File: config.mk
export PLATFORM = sky130hd
export DESIGN_NAME = prog_loader
export DESIGN_NICKNAME = d
export VERILOG_FILES = /design/src/rtl/prog_pkg.sv /design/src/rtl/prog_loader.sv
export SDC_FILE = /design/constraint.sdc
export NUM_CORES = 1
export LEC_CHECK = 0
export ABC_AREA = 0
export BUFFER_PORTS_ARGS = -buffer_cell sky130_fd_sc_hd__buf_2
export CAP_MARGIN = 20
export CORE_MARGIN = 1.5
export CORE_UTILIZATION = 40
export DETAILED_ROUTE_END_ITERATION = 10
export PLACE_DENSITY_LB_ADDON = 0.2
export SLEW_MARGIN = 10
export SYNTH_ARGS = -nofsm -noshare
export SYNTH_HDL_FRONTEND = slang
export SYNTH_SLANG_ARGS = --single-unit
File: constraint.sdc
create_clock -name clk -period 2.6 [get_ports clk]
set_clock_uncertainty 0.15 [all_clocks]
set_input_delay 0.52 -clock clk [delete_from_list [all_inputs] [get_ports clk]]
set_output_delay 0.52 -clock clk [all_outputs]
set_load 0.03 [all_outputs]
File: src/rtl/prog_pkg.sv
// Shared definitions for the program loader and the processor side that
// consumes the loaded image: loader states, word width and byte order.
package prog_pkg;

  // Program memory word width; one word is two stream bytes.
  localparam int PROG_DATA_W = 16;

  // Byte order inside a word: the first payload byte is the high byte.
  localparam int HI_BYTE_LSB = 8;
  localparam int LO_BYTE_LSB = 0;

  typedef enum logic [2:0] {
    ST_IDLE = 3'd0,
    ST_LEN  = 3'd1,
    ST_HI   = 3'd2,
    ST_LO   = 3'd3,
    ST_CSUM = 3'd4,
    ST_DONE = 3'd5
  } prog_state_e;

  // Assemble a memory word from its two stream bytes.
  function automatic logic [PROG_DATA_W-1:0] pack_word(input logic [7:0] hi,
                                                       input logic [7:0] lo);
    logic [PROG_DATA_W-1:0] w;
    w = '0;
    w[HI_BYTE_LSB +: 8] = hi;
    w[LO_BYTE_LSB +: 8] = lo;
    return w;
  endfunction

endpackage

File: src/rtl/prog_loader.sv
// Byte-stream program loader: parses ADDR, LEN, LEN x {HI,LO} (and an
// optional CSUM byte) and writes the words into program memory.
// Optional trailing checksum byte is enabled by defining PROG_LOADER_CSUM_EN.
module prog_loader
  import prog_pkg::*;
#(
  parameter int ADDR_W = 8,
  parameter int DATA_W = PROG_DATA_W
) (
  input  logic              clk,
  input  logic              rst,
  input  logic              in_valid,
  input  logic [7:0]        in_data,
  output logic              in_ready,
  output logic              mem_we,
  output logic [ADDR_W-1:0] mem_addr,
  output logic [DATA_W-1:0] mem_wdata,
  output logic              busy,
  output logic              done,
  output logic              err
);

  // State entered once the payload (or a zero LEN) has been consumed.
`ifdef PROG_LOADER_CSUM_EN
  localparam prog_state_e TAIL_ST = ST_CSUM;
`else
  localparam prog_state_e TAIL_ST = ST_DONE;
`endif

  prog_state_e       state_q;
  logic [ADDR_W-1:0] addr_q;
  logic [ADDR_W-1:0] addr_d;
  logic [7:0]        cnt_q;
  logic [7:0]        hi_q;
  logic              mem_we_q;
  logic [ADDR_W-1:0] mem_addr_q;
  logic [DATA_W-1:0] mem_wdata_q;
  logic              accept;

`ifdef PROG_LOADER_CSUM_EN
  logic [7:0]        csum_q;
  logic              err_q;
  assign err = err_q;
`else
  assign err = 1'b0;
`endif

  // Reset gates in_ready directly so no byte is taken while rst is high.
  assign in_ready  = ~rst && (state_q != ST_DONE);
  assign accept    = in_valid && in_ready;
  assign busy      = (state_q != ST_IDLE);
  assign done      = (state_q == ST_DONE);
  assign mem_we    = mem_we_q;
  assign mem_addr  = mem_addr_q;
  assign mem_wdata = mem_wdata_q;

  // Next write address wraps naturally at 2^ADDR_W.
  assign addr_d = addr_q + ADDR_W'(1);

  // Frame parser FSM with registered memory-write outputs.
  always_ff @(posedge clk or posedge rst) begin
    if (rst) begin
      state_q     <= ST_IDLE;
      addr_q      <= '0;
      cnt_q       <= '0;
      hi_q        <= '0;
      mem_we_q    <= 1'b0;
      mem_addr_q  <= '0;
      mem_wdata_q <= '0;
`ifdef PROG_LOADER_CSUM_EN
      csum_q      <= '0;
      err_q       <= 1'b0;
`endif
    end else begin
      mem_we_q <= 1'b0;
      case (state_q)
        ST_IDLE: if (accept) begin
          addr_q  <= ADDR_W'(in_data);
          state_q <= ST_LEN;
`ifdef PROG_LOADER_CSUM_EN
          csum_q  <= in_data;
          err_q   <= 1'b0;
`endif
        end
        ST_LEN: if (accept) begin
          cnt_q   <= in_data;
          state_q <= (in_data == 8'd0) ? TAIL_ST : ST_HI;
`ifdef PROG_LOADER_CSUM_EN
          csum_q  <= csum_q + in_data;
`endif
        end
        ST_HI: if (accept) begin
          hi_q    <= in_data;
          state_q <= ST_LO;
`ifdef PROG_LOADER_CSUM_EN
          csum_q  <= csum_q + in_data;
`endif
        end
        ST_LO: if (accept) begin
          mem_we_q    <= 1'b1;
          mem_addr_q  <= addr_q;
          mem_wdata_q <= DATA_W'(pack_word(hi_q, in_data));
          addr_q      <= addr_d;
          cnt_q       <= cnt_q - 8'd1;
          state_q     <= (cnt_q == 8'd1) ? TAIL_ST : ST_HI;
`ifdef PROG_LOADER_CSUM_EN
          csum_q      <= csum_q + in_data;
`endif
        end
`ifdef PROG_LOADER_CSUM_EN
        ST_CSUM: if (accept) begin
          err_q   <= (in_data != csum_q);
          state_q <= ST_DONE;
        end
`endif
        ST_DONE: state_q <= ST_IDLE;
        default: state_q <= ST_IDLE;
      endcase
    end
  end

endmodule

Word-level counts from Yosys, hierarchy flattened
Index checks and enable logic that the tools add are counted.
{"block": "op_classes", "bitwise_logic": 1, "eq_ne": 10, "n_addsub": 2, "n_reduce_logical": 12, "mux": 14}
{"op": "$pmux 8 s2", "n": 2}
{"op": "$mux 8", "n": 3}
{"op": "$mux 3", "n": 6}
{"op": "$pmux 3 s4", "n": 1}
{"op": "$add 8x1->8 const B", "n": 1}
{"op": "$eq 8x1->1 const B", "n": 1}
{"op": "$logic_not 8->1", "n": 1}
{"op": "$ne 2x2->1 const B", "n": 4}
{"op": "$sub 8x1->8 const B", "n": 1}
{"op": "$eq 3x2->1 const B", "n": 2}
{"op": "$reduce_and 3->1", "n": 2}
{"op": "$reduce_and 2->1", "n": 2}
{"op": "$reduce_and 4->1", "n": 1}
{"op": "$reduce_bool 2->1", "n": 2}
{"op": "$eq 3x1->1 const B", "n": 1}
{"op": "$eq 3x3->1 const B", "n": 1}
{"op": "$logic_not 3->1", "n": 1}
{"op": "$ne 3x3->1 const B", "n": 1}
{"op": "$reduce_bool 3->1", "n": 1}
{"op": "$logic_and 1x1->1", "n": 2}
{"op": "$mux 1", "n": 2}
{"op": "$not 1->1", "n": 1}
{"block": "totals", "inputBits": 11, "word_cells": 46, "ff_bits": 52, "out_inout_bits": 29}

Longest topological paths before layout
{"block": "logic_depth", "ltp_word": 5, "ltp_mapped": 7, "mapped_depth_nobuf": 6}

Least setup slack after synthesis
No wires, ideal clock.
{"block": "synth_timing", "path_type": "register to output", "from": "register state_q[0]", "to": "output port in_ready", "setup_slack_ns": 0.547, "stages_incl_launch_ff": 5, "arrival_time_ns": 1.383, "cell_sequence": "dfrtp_1 buf_4 nor2b_1 and2_1 nor2_1"}
{"block": "synth_between", "elab_chain_len": 2}
{"item": "start, declared", "line_no": "prog_loader.sv:30", "source": "prog_state_e state_q;"}
{"item": "start signal, assigned", "line_no": "prog_loader.sv:87", "source": "state_q <= (in_data == 8'd0) ? TAIL_ST : ST_HI;"}
{"item": "start signal, assigned", "line_no": "prog_loader.sv:105", "source": "state_q <= (cnt_q == 8'd1) ? TAIL_ST : ST_HI;"}
{"item": "$ne 3x3->1", "line_no": "prog_loader.sv:49", "source": "assign in_ready = ~rst && (state_q != ST_DONE);"}
{"item": "$logic_and 1x1->1", "line_no": "prog_loader.sv:49"}
{"item": "end, declared", "line_no": "prog_loader.sv:14", "source": "output logic in_ready,"}
Every way passes these cells.

Worst setup path in the final report
Same ends and word-level chain as after synthesis.

==> metrics <==
Synth Net Count 250; r2r worst-path depth 4; area share of fa/ha/maj cells after synthesis 1.52%; Slowest-stage cell, CP dfrtp_1; DR vias 1849; Post-synth EDFFs 0; Final GP Congestion 0.802; critical path class reg -> out; critical-path cell list nor2b_1, and2_1, nor2_1, buf_2; Reg clk slew, reported paths about 100 ps; final slew viol count 0; antenna-violating nets left 0; Die W 81.5 um; xor/xnor share of the synthesized area 0%; most common cell after layout, fill and taps aside dfrtp_1; worst relative slew slack 51.6%; Ports 40; most frequent cells in the layout dfrtp_1 (52), nand2_1 (39), buf_2 (38); worst r2r dst cnt_q[7]; final WL 5220 um; GRT Util Overall approximately 18%; Clock Tree Root clkbuf_8; Initial Utilization 41.6%; Post-Syn Area 2460 um^2; Iter 0 DRT Violations roughly 130; Arrival @ worst endpoint 1660 ps; Compound-Gate Fraction of Synth Area between 10% and 20%; max_cap viols 0; multi-input logic area 1070 um^2; run status complete, no violations; startpoint class of the critical path flip-flop; Reg area 1300 um^2; Crit. End Element output port; # H-tree levels 2; crit share post-route approximately 90%; CP Max Fanout 10; largest family of logic cells by synthesized area simple AND/OR/NAND/NOR gates; pin count of the biggest net entering global routing 30; Critical R2R Launch state_q[0]; RSZ-0062 raised after global routing no; Tmin final 2330 ps; post-CTS resize count 0; fmax 429 MHz; Yosys cell types 49; clock sink total 52; first-pass GRT wire length between 8000 and 9000 um; Syn Area/Cell approximately 10 um^2; register area share after synthesis 52.8%; commonest register cell after synthesis dfrtp_1; nets around 290; clock tree buffer depth 2; Area Growth Syn to Fin 14.5%; Synthesis Warnings 0; hpwl dp about 3600 um; DR pass1 iterations 4; mux share of post-synthesis cell area 11.0%; layout cells sized above 1 29.6%; Finished Core Util 47.7%; CP peak stage delay between 500 and 600 ps; simple-gate portion of the synthesized area 18.5%; VDD IR max between 0.5 and 0.6 mV; Final Hold Viols 0; post-synthesis cell count 236; PwrDens 1180 nW/um^2; Core Area a little under 6000 um^2; row count 28; initial antenna violation count 0; drt drc 0; setup TNS 0 ps; Worst-Skew Late Latency 310 ps; Overflow after GRT 0; #FFs+latches synth 52; Worst Hold Class in -> async; ant diodes 0; asr flop ratio synth 100%; worst reg-to-reg setup slack 500 ps; vias in the first global route 1754; Avg WL per Cell 15.0 um; Setup Fix Bufs, Post-CTS 0; die area between 6000 and 7000 um^2; Final Setup Violations 0; CTS tree done; leakage power 1.27 nW; Inserted Clock Buffers 5; Vert. Die Dim roughly 81 um; worst endpoint required time 1930 ps; Hold Buf Count CTS 0; fill count 567; input/output buffers 38; Avg Vias per Cell 5.30; Slew @ Worst Pin 720 ps
## Yosys cell counts, types with 2 or more instances
master     number  area (um^2)
o21ai_0        12         60.1
inv_1           5         18.8
nor3b_1         2         15.0
nor2_1         17         63.8
a31oi_1         2         12.5
nand3_1         6         30.0
nor3_1          5         25.0
nand3b_1        2         15.0
a2bb2oi_1       5         43.8
buf_4           2         15.0
o21a_1          2         15.0
dfrtp_1        52         1300
o22ai_1         2         12.5
clkbuf_1        4         15.0
nor2b_1         2         12.5
ha_1            3         37.5
or4_1           2         15.0
a21oi_1        13         65.1
mux2_2         23          259
buf_2           5         25.0
nand2_1        39          146
or3_1           3         18.8
o21ai_1         2         10.0
## logic make-up (layout without fill, tap and decap cells)
family / Yosys count / in the layout
muxes: 24 / 24
DFF: 52 / 52
other: 1 / 1
and+or+nand+nor: 90 / 90
adders and majority gates: 3 / 3
buffers and inverters: 18 / 56
AOI/OAI and AO/OA: 48 / 48
## how the worst max path moves through the flow
stage | startpoint | endpoint | slack (ps) | cells past startpoint
CTS | state_q[0] | in_ready | 270 | 4
floorplan | state_q[0] | in_ready | 550 | 4
finish | state_q[0] | in_ready | 270 | 4
global placement | in_data[3] | state_q[0] | 530 | 4
detailed placement | rst | addr_q[0] | 510 | 5
global route | state_q[0] | in_ready | 140 | 4
## registers in the layout, summed over array words and instances, names as in the netlist
register	count
mem_we	1
hi_q	8
state_q	3
mem_wdata	16
cnt_q	8
mem_addr	8
addr_q	8
## power breakdown
part	leakage, nW	internal [mW]	total, mW	switching (mW)
clock network	0.0452	0.197	0.482	0.285
logic	0.609	0.538	1.39	0.848
registers	0.618	1.18	1.46	0.283
## layer usage
metal	track usage, %	routed length (um)	vias up
li1	-	-	902
met1	24.2	2540	897
met2	27.2	2330	41
met3	3.22	245	9
met4	6.90	98	0
met5	0	0	-
## final cells by class
cell class | count | share of cell area (%)
Sequential cell | 52 | 46.1
Multi-Input combinational cell | 166 | 38.0
Timing Repair Buffer | 43 | 8.51
Tap cell | 75 | 3.33
Clock buffer | 5 | 2.44
Clock inverter | 3 | 0.887
Inverter | 5 | 0.665
## critical path, delay by kind of cell (launching register included)
| kind | cells | cell delay, ps |
|---|---|---|
| buffers and inverters | 1 | 170 |
| AND/OR/NAND/NOR | 3 | 630 |
| flip-flops | 1 | 560 |
## per-stage QoR
| stage | worst slack [ps] | area [um^2] | cells | power (mW) | hold slack, ps |
|---|---|---|---|---|---|
| after floorplan | 547 | 2460 | 236 | 2.48 | 283 |
| after global placement | 531 | 2730 | 341 | 2.84 | 292 |
| after detailed placement | 512 | 2730 | 341 | 2.87 | 303 |
| after CTS | 269 | 2820 | 349 | 3.36 | 146 |
| after global routing | 142 | 2820 | 349 | 3.58 | 173 |
| final | 270 | 2820 | 349 | 3.33 | 124 |
Power figures use the tool's default switching activity.
